--- src/rtl/jtdd_dwnld_pkg.sv ---
`default_nettype none
// ============================================================================
//  Module      : jtdd_dwnld_pkg
//  Description : Shared memory-map constants, lane masks, FSM state encoding
//                and the pending-write record used by the download router.
//                Region offsets are byte offsets in the ROM file; SDRAM bases
//                are word addresses.
//  Revision    : 1.0 - initial release
// ============================================================================
package jtdd_dwnld_pkg;

    // ROM file byte offsets
    localparam logic [21:0] c_scr_start  = 22'h05_8000;  // scroll ROM, 2 x 64 kB halves
    localparam logic [21:0] c_obj_start  = 22'h07_8000;  // object ROM, 2 x 256 kB halves
    localparam logic [21:0] c_mcu_start  = 22'h0F_8000;  // MCU ROM, 16 kB
    localparam logic [21:0] c_prom_start = 22'h0F_C000;  // priority PROM, 256 B

    // SDRAM word bases
    localparam logic [21:0] c_scr_addr   = 22'h04_0000;
    localparam logic [21:0] c_obj_addr   = 22'h08_0000;
    localparam logic [21:0] c_mcu_addr   = 22'h0C_0000;

    // Active-low byte-lane masks
    localparam logic [1:0]  c_mask_lo    = 2'b10;
    localparam logic [1:0]  c_mask_hi    = 2'b01;
    localparam logic [1:0]  c_mask_none  = 2'b11;

    typedef enum logic [0:0] {
        ST_IDLE = 1'b0,
        ST_BUSY = 1'b1
    } dwnld_state_t;

    // One pending write. PROM entries carry the PROM address in addr[7:0].
    typedef struct packed {
        logic        is_prom;
        logic [21:0] addr;
        logic [7:0]  data;
        logic [1:0]  mask;
    } wr_entry_t;

    function automatic logic [1:0] lane_mask(input logic sel);
        return sel ? c_mask_hi : c_mask_lo;
    endfunction

endpackage : jtdd_dwnld_pkg
`default_nettype wire

--- src/rtl/jtdd_dwnld_remap.sv ---
`default_nettype none
// ============================================================================
//  Module      : jtdd_dwnld_remap
//  Description : Combinational address remapper. Converts a ROM file byte
//                offset into an SDRAM word address plus byte-lane select, or
//                flags it as a priority-PROM byte or an out-of-range byte.
//  Ports       : ioctl_addr [21:0] in  - byte offset in ROM file
//                word       [21:0] out - SDRAM word address (PROM: [7:0])
//                sel               out - lane select, 0 = low byte
//                is_prom           out - byte belongs to the priority PROM
//                is_drop           out - byte lies beyond the PROM
//  Revision    : 1.0 - initial release
// ============================================================================
module jtdd_dwnld_remap
    import jtdd_dwnld_pkg::*;
#(
    parameter logic [21:0] SCR_START  = c_scr_start,
    parameter logic [21:0] OBJ_START  = c_obj_start,
    parameter logic [21:0] MCU_START  = c_mcu_start,
    parameter logic [21:0] PROM_START = c_prom_start,
    parameter logic [21:0] SCR_ADDR   = c_scr_addr,
    parameter logic [21:0] OBJ_ADDR   = c_obj_addr,
    parameter logic [21:0] MCU_ADDR   = c_mcu_addr
) (
    input  logic [21:0] ioctl_addr,
    output logic [21:0] word,
    output logic        sel,
    output logic        is_prom,
    output logic        is_drop
);

    localparam logic [21:0] c_prom_end = PROM_START + 22'h100;

    // Region-relative offsets, each truncated to the bits its region uses.
    logic [16:0] w_scr_off;
    logic [18:0] w_obj_off;
    logic [13:0] w_mcu_off;
    logic [7:0]  w_prom_off;

    assign w_scr_off  = 17'(ioctl_addr - SCR_START);
    assign w_obj_off  = 19'(ioctl_addr - OBJ_START);
    assign w_mcu_off  = 14'(ioctl_addr - MCU_START);
    assign w_prom_off = 8'(ioctl_addr - PROM_START);

    always_comb begin
        word    = '0;
        sel     = 1'b0;
        is_prom = 1'b0;
        is_drop = 1'b0;
        if (ioctl_addr < SCR_START) begin
            // Linear regions: consecutive bytes fill one word
            word = {1'b0, ioctl_addr[21:1]};
            sel  = ioctl_addr[0];
        end else if (ioctl_addr < OBJ_START) begin
            // Second half of the scroll ROM lands in the high lane of the
            // same word as the first half.
            word = SCR_ADDR + {6'd0, w_scr_off[15:0]};
            sel  = w_scr_off[16];
        end else if (ioctl_addr < MCU_START) begin
            word = OBJ_ADDR + {4'd0, w_obj_off[17:0]};
            sel  = w_obj_off[18];
        end else if (ioctl_addr < PROM_START) begin
            word = MCU_ADDR + {9'd0, w_mcu_off[13:1]};
            sel  = w_mcu_off[0];
        end else if (ioctl_addr < c_prom_end) begin
            word    = {14'd0, w_prom_off};
            is_prom = 1'b1;
        end else begin
            is_drop = 1'b1;
        end
    end

endmodule : jtdd_dwnld_remap
`default_nettype wire

--- src/rtl/jtdd_dwnld.sv ---
`default_nettype none
// ============================================================================
//  Module      : jtdd_dwnld
//  Description : Download router. Turns the ioctl byte stream into SDRAM word
//                writes (prog_*) held until prog_rdy, and priority-PROM
//                strobes (prom_we). A one-deep skid buffer absorbs a byte
//                arriving while an SDRAM write is outstanding; further bytes
//                are dropped and counted.
//  Ports       : clk, rst_n                 - clock, async active-low reset
//                downloading, ioctl_addr,
//                ioctl_data, ioctl_wr       - download byte stream
//                prog_addr/data/mask/we     - SDRAM write request
//                prog_rdy                   - SDRAM write-done pulse
//                prom_we                    - PROM write strobe
//                dwnld_busy                 - download or writes pending
//                drop_cnt                   - saturating discarded-byte count
//  Revision    : 1.0 - initial release
// ============================================================================
module jtdd_dwnld
    import jtdd_dwnld_pkg::*;
#(
    parameter logic [21:0] SCR_START  = c_scr_start,
    parameter logic [21:0] OBJ_START  = c_obj_start,
    parameter logic [21:0] MCU_START  = c_mcu_start,
    parameter logic [21:0] PROM_START = c_prom_start,
    parameter logic [21:0] SCR_ADDR   = c_scr_addr,
    parameter logic [21:0] OBJ_ADDR   = c_obj_addr,
    parameter logic [21:0] MCU_ADDR   = c_mcu_addr
) (
    input  logic        clk,
    input  logic        rst_n,
    input  logic        downloading,
    input  logic [21:0] ioctl_addr,
    input  logic [7:0]  ioctl_data,
    input  logic        ioctl_wr,
    output logic [21:0] prog_addr,
    output logic [7:0]  prog_data,
    output logic [1:0]  prog_mask,
    output logic        prog_we,
    input  logic        prog_rdy,
    output logic        prom_we,
    output logic        dwnld_busy,
    output logic [7:0]  drop_cnt
);

    // ------------------------------------------------------------------
    // Address remap
    // ------------------------------------------------------------------
    logic [21:0] w_word;
    logic        w_sel;
    logic        w_is_prom;
    logic        w_is_drop;

    jtdd_dwnld_remap #(
        .SCR_START  (SCR_START),
        .OBJ_START  (OBJ_START),
        .MCU_START  (MCU_START),
        .PROM_START (PROM_START),
        .SCR_ADDR   (SCR_ADDR),
        .OBJ_ADDR   (OBJ_ADDR),
        .MCU_ADDR   (MCU_ADDR)
    ) u_remap (
        .ioctl_addr (ioctl_addr),
        .word       (w_word),
        .sel        (w_sel),
        .is_prom    (w_is_prom),
        .is_drop    (w_is_drop)
    );

    // Incoming byte packaged as a write record
    wr_entry_t w_in;
    always_comb begin
        w_in.is_prom = w_is_prom;
        w_in.addr    = w_word;
        w_in.data    = ioctl_data;
        w_in.mask    = w_is_prom ? c_mask_none : lane_mask(w_sel);
    end

    // ------------------------------------------------------------------
    // Registers
    // ------------------------------------------------------------------
    dwnld_state_t r_state;
    dwnld_state_t w_state_nxt;

    logic [21:0]  r_prog_addr;
    logic [7:0]   r_prog_data;
    logic [1:0]   r_prog_mask;
    logic         r_prog_we;
    logic         r_prom_we;
    wr_entry_t    r_skid;
    logic         r_skid_vld;
    logic [7:0]   r_drop_cnt;

    // Control decoded each cycle
    logic w_strobe;       // qualified byte strobe
    logic w_take;         // strobe for a byte that has somewhere to go
    logic w_prog_we_nxt;
    logic w_issue;        // load prog_addr/data/mask this cycle
    logic w_issue_skid;   // ... from the skid rather than the input
    logic w_prom_pulse;
    logic w_skid_load;
    logic w_skid_pop;
    logic w_drop;

    assign w_strobe = ioctl_wr & downloading;
    assign w_take   = w_strobe & ~w_is_drop;

    // ------------------------------------------------------------------
    // FSM: state register
    // ------------------------------------------------------------------
    always_ff @(posedge clk or negedge rst_n) begin
        if (!rst_n) begin
            r_state <= ST_IDLE;
        end else begin
            r_state <= w_state_nxt;
        end
    end

    // ------------------------------------------------------------------
    // FSM: next state and control
    // ------------------------------------------------------------------
    always_comb begin
        w_state_nxt   = r_state;
        w_prog_we_nxt = r_prog_we;
        w_issue       = 1'b0;
        w_issue_skid  = 1'b0;
        w_prom_pulse  = 1'b0;
        w_skid_load   = 1'b0;
        w_skid_pop    = 1'b0;
        w_drop        = w_strobe & w_is_drop;

        case (r_state)
            ST_IDLE: begin
                // prog_rdy is meaningless here and ignored
                if (w_take) begin
                    w_issue = 1'b1;
                    if (w_is_prom) begin
                        w_prom_pulse = 1'b1;
                    end else begin
                        w_prog_we_nxt = 1'b1;
                        w_state_nxt   = ST_BUSY;
                    end
                end
            end

            ST_BUSY: begin
                if (r_prog_we) begin
                    // Request outstanding: prog_addr/data/mask must not move,
                    // so PROM bytes queue in the skid too.
                    if (w_take) begin
                        if (!r_skid_vld) begin
                            w_skid_load = 1'b1;
                        end else begin
                            w_drop = 1'b1;
                        end
                    end
                    if (prog_rdy) begin
                        w_prog_we_nxt = 1'b0;
                        if (!(r_skid_vld || w_skid_load)) begin
                            w_state_nxt = ST_IDLE;
                        end
                    end
                end else begin
                    // Gap cycle after an acknowledge: drain the skid. It
                    // frees up this same cycle, so a new byte can refill it.
                    if (w_take) begin
                        w_skid_load = 1'b1;
                    end
                    if (r_skid_vld) begin
                        w_skid_pop   = 1'b1;
                        w_issue      = 1'b1;
                        w_issue_skid = 1'b1;
                        if (r_skid.is_prom) begin
                            w_prom_pulse = 1'b1;
                        end else begin
                            w_prog_we_nxt = 1'b1;
                        end
                    end
                    if ((!r_skid_vld || r_skid.is_prom) && !w_skid_load) begin
                        w_state_nxt = ST_IDLE;
                    end
                end
            end

            default: begin
                w_state_nxt   = ST_IDLE;
                w_prog_we_nxt = 1'b0;
            end
        endcase
    end

    // ------------------------------------------------------------------
    // Datapath: output capture, skid buffer, drop counter
    // ------------------------------------------------------------------
    always_ff @(posedge clk or negedge rst_n) begin
        if (!rst_n) begin
            r_prog_addr <= '0;
            r_prog_data <= '0;
            r_prog_mask <= c_mask_none;
            r_prog_we   <= 1'b0;
            r_prom_we   <= 1'b0;
            r_skid      <= '0;
            r_skid_vld  <= 1'b0;
            r_drop_cnt  <= '0;
        end else begin
            r_prog_we <= w_prog_we_nxt;
            r_prom_we <= w_prom_pulse;

            if (w_issue) begin
                if (w_issue_skid) begin
                    r_prog_addr <= r_skid.addr;
                    r_prog_data <= r_skid.data;
                    r_prog_mask <= r_skid.mask;
                end else begin
                    r_prog_addr <= w_in.addr;
                    r_prog_data <= w_in.data;
                    r_prog_mask <= w_in.mask;
                end
            end

            if (w_skid_load) begin
                r_skid     <= w_in;
                r_skid_vld <= 1'b1;
            end else if (w_skid_pop) begin
                r_skid_vld <= 1'b0;
            end

            if (w_drop && (r_drop_cnt != 8'hFF)) begin
                r_drop_cnt <= r_drop_cnt + 8'd1;
            end
        end
    end

    assign prog_addr  = r_prog_addr;
    assign prog_data  = r_prog_data;
    assign prog_mask  = r_prog_mask;
    assign prog_we    = r_prog_we;
    assign prom_we    = r_prom_we;
    assign drop_cnt   = r_drop_cnt;
    assign dwnld_busy = downloading | (r_state == ST_BUSY) | r_skid_vld;

endmodule : jtdd_dwnld
`default_nettype wire

--- config.mk ---
export PLATFORM = sky130hd
export DESIGN_NAME = jtdd_dwnld
export DESIGN_NICKNAME = d
export VERILOG_FILES = /design/src/rtl/jtdd_dwnld_pkg.sv /design/src/rtl/jtdd_dwnld_remap.sv /design/src/rtl/jtdd_dwnld.sv
export SDC_FILE = /design/constraint.sdc
export NUM_CORES = 1
export LEC_CHECK = 0
export ABC_CLOCK_PERIOD_IN_PS = 1700
export CAP_MARGIN = 15
export CORE_ASPECT_RATIO = 0.5
export CORE_MARGIN = 8
export CORE_UTILIZATION = 25
export CTS_CLUSTER_DIAMETER = 200
export DETAILED_ROUTE_END_ITERATION = 8
export PLACE_DENSITY_LB_ADDON = 0.2
export SLEW_MARGIN = 30
export SYNTH_ARGS = -nofsm -noshare
export SYNTH_HDL_FRONTEND = slang
export SYNTH_SLANG_ARGS = --single-unit
export TNS_END_PERCENT = 100
--- constraint.sdc ---
create_clock -name clk -period 1.7 [get_ports clk]
set_clock_uncertainty 0.2 [all_clocks]
set_input_delay 0.425 -clock clk [delete_from_list [all_inputs] [get_ports clk]]
set_output_delay 0.425 -clock clk [all_outputs]
set_load 0.01 [all_outputs]
==> summary.txt <==
Worst setup path
  • CP top delay family: simple AND/OR/NAND/NOR gates
  • R2R depth: 6
  • Reg2reg start: r_state$_DFF_PN0_
  • CP required: 1720 ps
  • Crit-path cells: buf_6 -> or4_4 -> or3_4 -> a21oi_4 -> buf_12 -> nor2_4 -> a221o_1
  • Path type of the worst setup path: in -> reg
  • Critical Path End Type: flip-flop
  • Critical Path Fanout Max: 6
  • R2r setup slk: -360 ps
  • Slowest CP cell: or4_4
  • Critical Path AT: 2240 ps
  • Critical path's largest stage delay: between 500 and 600 ps
  • Startpoint type of the worst setup path: input port
  • WP buf/inv: 2
  • Reg-to-Reg End: prog_addr[10]$_DFFE_PN0P_

GRT
  • Total gr overflow: 0
  • Antenna violations before repair: 0
  • Global-route wire length before repair: about 22 mm
  • Total GRT Usage: 0.1437
  • Largest net degree at the start of global routing: 43
  • Vias in the first global route: around 3800

Floorplan
  • CORE AREA: 15130 um^2
  • Row cnt: 32
  • IO Count: 78
  • Vert. Die Dim: slightly above 100 um
  • Full die area: 19670 um^2
  • Die W: around 190 um
  • Initial Utilization: 0.2515

Place
  • Setup WS pre-CTS: -1321 ps
  • Post-DP HPWL: between 9 and 10 mm
  • Post-Place Cells: between 700 and 800
  • GP Congestion: around 0.8
  • Number of port buffers: 76

Clock tree
  • TritonCTS Sinks: 75
  • Worst-Skew Late Latency: around 340 ps
  • CTS tree: done
  • Root buffer cell: clkbuf_16
  • H-tree Lvls: 3
  • Clock buffer depth: 2
  • Clock transition at path regs: roughly 60 ps
  • TritonCTS buffer count: 9

Final layout
  • Commonest cells after routing, fill and taps aside: dfrtp_1, buf_4, nand2_1
  • ANT cells: 0
  • Filler cell count: 1494
  • Commonest non-fill, non-tap cell in the layout: dfrtp_1
  • Area of the multi-input gates: between 2000 and 2500 um^2
  • Sequential standard cell area: 1881 um^2
  • Share of cells above drive strength 1: 0.4336
  • Fin cells: ~750
  • Final nets: 574
  • Area growth, synth to finish: 66.57%

Timing
  • Slew Limit Fails: 0
  • Hold Slack: between 200 and 300 ps
  • Final hold violations: 0
  • F_max: 448.8 MHz
  • Unrepaired setup endpoints after global routing: true
  • Period utilization: 1.311
  • Worst setup margin: -528.2 ps
  • Setup violators final: 75
  • Final TNS setup: -33990 ps
  • Fin crit period: approximately 2200 ps

Logic synthesis
  • Netlist cell types: 60
  • Mean post-synth cell area: just under 10 um^2
  • Sequential area share after synthesis: 0.4938
  • Largest area contributor in the netlist: dfrtp_1
  • Post-synth EDFFs: 0
  • Leading register cell type out of synthesis: dfrtp_1
  • FF+latch count, synth: 75
  • Post-Syn Instances: between 300 and 400
  • Yosys top cell area share: 0.4799
  • Synthesized Nets: approximately 430
  • Fraction of registers with async set/reset: 1.000
  • Synthesized area: 3806 um^2
  • Synth Warn #: 0
  • Main area contributors after synthesis: dfrtp_1, nand2_1, o21ai_0

Power and ir drop
  • Max VDD drop: approximately 0.5 mV
  • Pwr/cell area: roughly 1200 nW/um^2
  • Static leakage: 2.815 nW

Min path
  • Hold Crit Depth: 2
  • Worst Hold Class: reg -> reg
  • Worst Hold Path EP: r_skid[13]$_DFFE_PN0P_
  • HP Start: r_skid[13]$_DFFE_PN0P_

Outcome
  • Outcome: finished, violations left
  • Failing checks: setup timing

Drt
  • Final WL: roughly 14 mm
  • Via count: approximately 3600
  • DRC: 0
  • Drt first-iter violations: 199
  • DR WL/cell: about 18 um
  • Initial DRT Pass Iterations: 4
  • DRT antenna net count: 0
  • Vias/cell: 4.870

Run
  • Number of max-cap violations: 0
==> metal layers <==
layer  global-route usage  share of wire  vias to the layer above  wire length (um)
met3              0.05254          0.068                       11               941
met5                    0              0                        -                 0
met4              0.02488         0.0076                        0               105
met2               0.2025           0.41                       93              5657
met1               0.2073           0.51                     1817              7075
li1                     -              -                     1712                 -
==> power by group <==
part	switching, mW	internal, mW
combinational	1.27	1.53
clock	0.791	1.14
sequential	0.516	2.45
==> worst reg2reg max path, cell delays in order, from the launching register on <==
cell	delay [ps]
dfrtp_1	390
buf_4	160
nand3b_1	340
a21oi_4	330
buf_12	150
nor2_4	50
a221o_1	310
==> area by class of cell <==
class,count,share of cell area
sequential,75,0.2966
multi-input combinational,280,0.3487
tap,204,0.04026
clock buffer,10,0.03612
clock inverter,6,0.01007
inverter,5,0.002960
timing repair buffer,166,0.2652
==> how the worst max path moves through the flow <==
stage	startpoint	to	slack (ps)	cells after the start
floorplan	ioctl_addr[13]	drop_cnt[1]$_DFFE_PN0P_	-640	6
global placement	ioctl_addr[13]	drop_cnt[7]$_DFFE_PN0P_	-1280	8
detailed placement	ioctl_addr[13]	drop_cnt[5]$_DFFE_PN0P_	-1320	8
CTS	ioctl_addr[11]	prog_addr[7]$_DFFE_PN0P_	-550	7
global route	ioctl_addr[11]	prog_addr[14]$_DFFE_PN0P_	-550	8
finish	ioctl_addr[11]	prog_addr[10]$_DFFE_PN0P_	-530	7
==> metrics by stage <==
step / power, mW / cell area, um^2 / utilization
2_1_floorplan: 4.086 / 3884 / -
6_report: 7.693 / 6340 / 0.4189
4_1_cts: 7.608 / 6080 / 0.4017
5_1_grt: 8.176 / 6340 / 0.4189
3_3_place_gp: 5.677 / 5290 / 0.3495
3_5_place_dp: 5.722 / 5290 / 0.3495
==> cells by family after synthesis <==
logic type / after synthesis / synth area share
flops: 75 / 0.4938
fa+ha+maj: 2 / 0.006574
compound gates: 101 / 0.2183
buf+inv: 34 / 0.04964
other cells: 1 / 0.0009852
simple gates: 165 / 0.2035
xor+xnor: 5 / 0.01151
mux: 5 / 0.01578
==> registers in the layout, summed over array words and instances (netlist names) <==
register,flops
prog_data,8
r_skid,32
drop_cnt,8
r_skid_vld,1
prog_we,1
prog_mask,2
prom_we,1
prog_addr,21
r_state,1
==> cell usage after synthesis (all sizes together), types with 2 or more instances <==
master / number
nand4: 4
a21o: 3
a32oi: 4
or2: 2
inv: 5
ha: 2
nor2b: 3
a22oi: 6
a21oi: 10
nor2: 29
buf: 15
a31oi: 7
and2: 7
mux2: 2
or4: 2
xor2: 5
o221a: 9
nand3: 5
a211oi: 9
o211ai: 2
nand3b: 2
nor3: 17
mux2i: 3
nand2: 75
dfstp: 2
nand2b: 3
and3: 8
o22ai: 8
a221oi: 2
o21ai: 27
clkbuf: 14
dfrtp: 73
a221o: 5
or3: 4
==> what timing repair did <==
action	CTS	global route
gates resized for setup	160	63
cloned	9	1
hold buffers	1	0
endpoints found under the setup margin	117	82
setup buffers	10	5
hold endpoints to repair	16	0
pin swaps	39	14
Note: power is estimated with default switching activity, not from simulation.
